`config.mk`:
```
export PLATFORM = sky130hd
export DESIGN_NAME = fetch_stage
export DESIGN_NICKNAME = d
export VERILOG_FILES = /design/src/rtl/fetch_stage.sv
export SDC_FILE = /design/constraint.sdc
export NUM_CORES = 1
export LEC_CHECK = 0
export ABC_CLOCK_PERIOD_IN_PS = 3200
export CAP_MARGIN = 20
export CORE_ASPECT_RATIO = 0.5
export CORE_MARGIN = 1.5
export CORE_UTILIZATION = 43
export DETAILED_ROUTE_END_ITERATION = 6
export PLACE_DENSITY = 0.64
export SYNTH_ARGS = -nofsm -noshare
export SYNTH_HDL_FRONTEND = slang
export SYNTH_SLANG_ARGS = --single-unit
```
`constraint.sdc`:
```
create_clock -name clk_i -period 3.2 [get_ports clk_i]
set_clock_uncertainty 0.1 [all_clocks]
set_input_delay 0.64 -clock clk_i [delete_from_list [all_inputs] [get_ports clk_i]]
set_output_delay 0.64 -clock clk_i [all_outputs]
set_load 0.02 [all_outputs]
```
`src/rtl/fetch_stage.sv`:
```
// Instruction-fetch stage: owns the PC, talks to a variable-latency
// instruction memory through a req/ready handshake, and feeds the IF/ID
// register with {pc_o, inst_o, valid_o}. Handles hazard stalls and drops
// wrong-path fetches after a branch redirect from ID.
//
// Handshake: imem_req_o is a request valid. While imem_req_o=1 and
// imem_ready_i=0, imem_addr_o is held stable. A transfer completes on a
// rising clk_i edge where imem_req_o=1 and imem_ready_i=1; imem_data_i is
// only looked at in that cycle.
module fetch_stage #(
    parameter logic [31:0] RESET_PC = 32'h0000_0000,
    parameter logic [31:0] PC_STEP  = 32'd4
) (
    input  logic        clk_i,
    input  logic        rst_i,
    input  logic        stall_i,
    input  logic        branch_i,
    input  logic [31:0] branch_target_i,
    output logic        imem_req_o,
    output logic [31:0] imem_addr_o,
    input  logic        imem_ready_i,
    input  logic [31:0] imem_data_i,
    output logic [31:0] pc_o,
    output logic [31:0] inst_o,
    output logic        valid_o,
    output logic [1:0]  fsm_state
);

    // FETCH: request outstanding for addr_q, its data is wanted.
    // DROP:  request outstanding but wrong path; its data is discarded.
    // HOLD:  an instruction was received under stall and is parked.
    typedef enum logic [1:0] {
        FETCH = 2'd0,
        DROP  = 2'd1,
        HOLD  = 2'd2
    } state_t;

    state_t      state;
    logic [31:0] addr_q;
    logic [31:0] redirect_q;
    logic [31:0] hold_inst_q;
    logic [31:0] hold_pc_q;
    logic [31:0] addr_next_seq;

    // Sequential successor of the outstanding address, wraps modulo 2^32.
    assign addr_next_seq = addr_q + PC_STEP;

    // Request is suppressed while reset is held and while parked in HOLD.
    assign imem_req_o  = rst_i && (state != HOLD);
    assign imem_addr_o = addr_q;
    assign fsm_state   = state;

    // Fetch control FSM with registered IF/ID outputs.
    always_ff @(posedge clk_i or negedge rst_i) begin
        if (!rst_i) begin
            state       <= FETCH;
            addr_q      <= RESET_PC;
            redirect_q  <= 32'h0;
            hold_inst_q <= 32'h0;
            hold_pc_q   <= 32'h0;
            pc_o        <= 32'h0;
            inst_o      <= 32'h0;
            valid_o     <= 1'b0;
        end else begin
            case (state)
                FETCH: begin
                    if (imem_ready_i) begin
                        if (branch_i) begin
                            // Fetched word is on the wrong path: discard.
                            addr_q  <= branch_target_i;
                            inst_o  <= 32'h0;
                            valid_o <= 1'b0;
                        end else if (!stall_i) begin
                            inst_o  <= imem_data_i;
                            pc_o    <= addr_next_seq;
                            valid_o <= 1'b1;
                            addr_q  <= addr_next_seq;
                        end else begin
                            // ID is stalled: park the word, keep outputs.
                            hold_inst_q <= imem_data_i;
                            hold_pc_q   <= addr_next_seq;
                            addr_q      <= addr_next_seq;
                            state       <= HOLD;
                        end
                    end else begin
                        if (branch_i) begin
                            // Cannot retarget mid-request; remember target.
                            redirect_q <= branch_target_i;
                            inst_o     <= 32'h0;
                            valid_o    <= 1'b0;
                            state      <= DROP;
                        end else if (!stall_i) begin
                            inst_o  <= 32'h0;
                            valid_o <= 1'b0;
                        end
                    end
                end

                DROP: begin
                    inst_o  <= 32'h0;
                    valid_o <= 1'b0;
                    if (branch_i) begin
                        redirect_q <= branch_target_i;
                    end
                    if (imem_ready_i) begin
                        // Newest target wins, including one arriving now.
                        addr_q <= branch_i ? branch_target_i : redirect_q;
                        state  <= FETCH;
                    end
                end

                HOLD: begin
                    if (branch_i) begin
                        addr_q  <= branch_target_i;
                        inst_o  <= 32'h0;
                        valid_o <= 1'b0;
                        state   <= FETCH;
                    end else if (!stall_i) begin
                        inst_o  <= hold_inst_q;
                        pc_o    <= hold_pc_q;
                        valid_o <= 1'b1;
                        state   <= FETCH;
                    end
                end

                default: begin
                    state <= FETCH;
                end
            endcase
        end
    end

endmodule

```
Yosys cells after proc, flatten, opt, wreduce, memory -nomap -nowiden
Index checks and enable logic that the tools add are counted.
W data, S select, Z words.
Word-level totals
  output and inout port bits: 100
  flip-flop bits (word level): 195
  word-level logic and storage cells: 75
Operators by class
  equal/unequal tests: 17
  add/subtract/negate cells: 1
  reductions and logical operators: 12
  muxes and demuxes: 36
  bitwise operators: 1
Operators with widths (number)
  $mux W32: 18
  $pmux W32 S3: 2
  $pmux W32 S2: 2
  $add A32 B3 Y32 const B: 1
  $ne A2 B2 Y1 const B: 9
  $ne A3 B3 Y1 const B: 5
  $mux W2: 7
  $reduce_and A4 Y1: 2
  $pmux W2 S3: 1
  $reduce_and A6 Y1: 1
  $mux W1: 5
  $reduce_and A5 Y1: 1
  $ne A4 B4 Y1 const B: 1
  $reduce_and A2 Y1: 2
  $reduce_bool A2 Y1: 2
  $pmux W1 S3: 1
  $reduce_and A3 Y1: 1
  $reduce_bool A3 Y1: 1
  $eq A2 B1 Y1 const B: 1
  $eq A2 B2 Y1 const B: 1
  $logic_not A2 Y1: 1
  $logic_and A1 B1 Y1: 1
  $not A1 Y1: 1

Longest topological paths before layout
  word-level depth: 5
  gate-level depth with buffers: 10
  mapped depth without buffers: 7

Worst setup path before layout
Ideal clock, no wire load.
  kind: reg-to-reg
  start point: reg state[0], in the netlist fsm_state[0]
  end point: reg addr_q[13], in the netlist imem_addr_o[13]
  clock period less this slack: 2.445 ns
  stages on the path, launching flop included: 10
  path slack: 0.755 ns
  data arrival time: 2.221 ns
  required time: 2.977 ns
  path buffers: 2
  setup time: 0.123 ns
  path through: dfrtp_1 inv_1 ha_1 clkbuf_1 nand2b_1 a21o_1 clkbuf_1 a221o_1 o21ai_0 a21oi_1
Between the ends
  longest elaborated chain between the ends: 3
  elaborated cells on any way between the ends: 9
  those cells by class: eq/ne: 5; mux: 1; reduce/logical: 3
Ends and longest elaborated chain
  from (decl): RTL line 38  | state_t state;
  from (signal assigned): RTL line 56  | state <= FETCH;
  from (signal assigned): RTL line 83  | state <= HOLD;
  from (signal assigned): RTL line 91  | state <= DROP;
  $eq A2 B2 Y1, or another cell as far along: RTL line 65  | case (state)
  $ne A2 B2 Y1 (no source line) / $reduce_bool A3 Y1 (equally long branches)
  $reduce_and A4 Y1 (no source line)
  to (signal assigned): RTL line 70  | addr_q <= branch_target_i;
  to (signal assigned): RTL line 77  | addr_q <= addr_next_seq;
  to (signal assigned): RTL line 82  | addr_q <= addr_next_seq;
  to (decl): RTL line 39  | logic [31:0] addr_q;
Several ways; a longest one is shown, not always the timed one.
A chain may end at the register's enable or synchronous reset.

Final worst setup path
  start point: reg state[0], in the netlist fsm_state[0]
  end point: out imem_req_o
Between the ends
  longest elaborated chain between the ends: 2
Ends and longest elaborated chain
  $ne A2 B2 Y1: RTL line 49  | assign imem_req_o = rst_i && (state != HOLD);
  $logic_and A1 B1 Y1: RTL line 49
  to (decl): RTL line 19  | output logic imem_req_o,
Every way passes these cells.

==> results.cfg <==
[floorplanning]
io_pins = 169
placeableCoreArea_um2 = 20800
dieHeight_um = 107
fp.dieArea_um2 = 22500
fp-row-count = 37
start_util_pct = 44.5
dieWidth_um = 211

[clock_tree]
htree_levels = 4
ctsHoldBuffers = 0
clockBufferDepth = 2
cts.sinks = 195
cts_tree = yes
clkTransAtPathRegs_ns = 0.07
post_cts_buffers = 0
clock_latency_ns = 0.44
cts-resized-gates = 0
cts_buffers = 17
cts_root_buffer = clkbuf_16

[job]
max_cap_violations = 0

[yosys]
synthTopCellsByArea = dfrtp_1 53%, mux2_2 9.0%, nand2_1 5.2%, o21ai_0 3.8%, a22oi_1 3.2%
synth-main-ff-cell = dfrtp_1
ys_ff_latch = 195
synth_edf_count = 0
syn_area_um2 = 9270
synthTopCellsByCount = 195 x dfrtp_1, 129 x nand2_1, 74 x mux2_2
netlist_instances = 887
syn_avg_cell_area_um2 = 10.4
yosysUniqueCellTypes = 61
ys_seq_area_share_pct = 52.7
synth-warning-count = 0
synth_fp_nets = 961
synth_top_area_share_pct = 52.7
synth_largest_area_cell = dfrtp_1
synthArstFlopShare_pct = 100
yosysMostFrequentCell = dfrtp_1

[detailed_routing]
avgRoutedWirePerCell_um = 18.9
ant_nets = 0
via_per_inst = 5.62
dr.first_iter.drc_count = 620
vias = 7384
routed_wirelength_um = 24900
first_pass_iters = 5
drc = 0

[global_route]
grt_pass1_wl_um = 39700
antenna_found_initial = 1
grt_pass1_vias = 7152
overflow = 0
grt_use_total_pct = 22.9
grt_max_degree = 196

[critical_path]
arrival_ns = 2.23
crit_fanout = 7
cp.required_ns = 2.46
critPathKind = register to output port
critPathLaunchType = register
end_kind = output port

[timing]
hold_viol_final = 0
setup_ws_ns = 0.226
tightest_slew_ns = 1.05
rsz0062_at_grt = no
tns_ns = 0
period_needed_ns = 2.97
maxSlewHeadroom_pct = 29.9
fin_crit_sh_pct = 92.9
setup_violations = 0
timing.fmax_mhz = 336
drv_slew = 0

[finish]
fin_area_um2 = 11900
area_growth_pct = 28.1
fillers = 1822
drive_gt1_share_pct = 14.1
nNetsFinal = 1101
fin_cells = 1314
fin_util_pct = 57.0

[power_and_ir_drop]
leakage_uw = 0.00487
peakVddDrop_v = 0.000442
powerDensity_nw_per_um2 = 995

[placement]
placed_cell_area_um2 = 11200
gp_congestion = 0.847
dp_slack_ns = 0.353
portBuffers = 168
dp_cells = 1281
dpl.hpwl_um = 16600

[hold_path]
hold_class = input pin to asynchronous set/reset pin

[run_status]
status = completed
## flip-flops by register name, summed over array words and instances (netlist names)
| register | flops |
|---|---|
| fsm_state | 2 |
| hold_inst_q | 32 |
| hold_pc_q | 32 |
| imem_addr_o | 32 |
| inst_o | 32 |
| pc_o | 32 |
| redirect_q | 32 |
| valid_o | 1 |
## stage by stage
| stage | hold WS, ns | power (uW) |
|---|---|---|
| 2_1_floorplan | 0.244 | 7350 |
| 4_1_cts | 0.383 | 11900 |
| 6_report | 0.351 | 11800 |
| 3_5_place_dp | 0.367 | 9470 |
| 5_1_grt | 0.403 | 12600 |
| 3_3_place_gp | 0.359 | 9320 |
## critical path, stage by stage (launching register included)
cell and delay [ns]:
dfrtp_1 0.50, inv_1 0.11, ha_2 0.24, nor2b_2 0.28, clkdlybuf4s50_1 0.67
## final cells by class
type	instances	area (um2)	share of cell area, %
tap	273	342	2.88
multi-input combinational	611	4080	34.4
inverter	11	41.3	0.348
sequential	195	4880	41.1
antenna	1	2.50	0.0211
timing repair buffer	191	1880	15.8
clock buffer	20	447	3.76
clock inverter	12	201	1.70
## final timing paths
check                             endpoint  cells after the start         start  slack, ns
max                             imem_req_o                      4  fsm_state[0]       0.23
min                           fsm_state[1]                      2         rst_i       0.35
min in group clk_i              inst_o[18]                      2    inst_o[18]       0.38
max reg2reg                imem_addr_o[12]                      8  fsm_state[0]       0.48
min reg2reg                     inst_o[18]                      2    inst_o[18]       0.38
max in group asynchronous  imem_addr_o[31]                      2         rst_i       1.89
## cells in the final DEF, fill, tap and decap left out, types with 4 or more instances in the layout
cell             Yosys  routed
o22ai_1              5       5
nand3_1             27      27
a221oi_1             4       4
clkbuf_16            0      17
nand4_1              8       8
buf_4                3      21
o21ai_0             70      70
mux2_2              74      74
o221ai_1            13      13
xor2_1              10      10
nor4_1               5       5
a22oi_1             39      39
inv_1               10      10
nor2b_1              9       7
xnor2_1             15      15
or3_1                6       6
nor3_1               7       7
mux2i_1              9       9
and3_1               6       6
a222oi_1             5       5
a21oi_1             30      30
o2bb2ai_1            4       4
o31ai_1             36      36
bufinv_16            0       5
dfrtp_1            195     195
clkdlybuf4s50_1      0     166
nor2_1              35      35
a221o_1             12      12
nand2_1            129     129
ha_1                 5       4
## power by group
part	internal, uW	switching [uW]	leakage [uW]
registers	3540	805	0.00244
clock network	1410	971	0.000311
logic	2310	2780	0.00212
## routing by layer
| layer | routed length [um] | track usage [%] | up-vias | part of all wire [%] |
|---|---|---|---|---|
| met4 | 282 | 6.79 | 0 | 1.1 |
| met2 | 11200 | 34.3 | 191 | 45 |
| li1 | - | - | 3504 | - |
| met5 | 0 | 0 | - | 0 |
| met3 | 1750 | 6.41 | 19 | 7.0 |
| met1 | 11700 | 32.3 | 3670 | 47 |
## logic make-up after synthesis
family                   after synthesis  synth area share (%)
buffers and inverters                 81                  3.54
adder cells (fa/ha/maj)                5                 0.675
flip-flops                           195                  52.7
AO/OA/AOI/OAI                        241                  17.5
AND/OR/NAND/NOR                      257                  13.3
multiplexers                          83                  9.96
XOR/XNOR                              25                  2.36
Note: power is estimated with default switching activity, not from simulation.
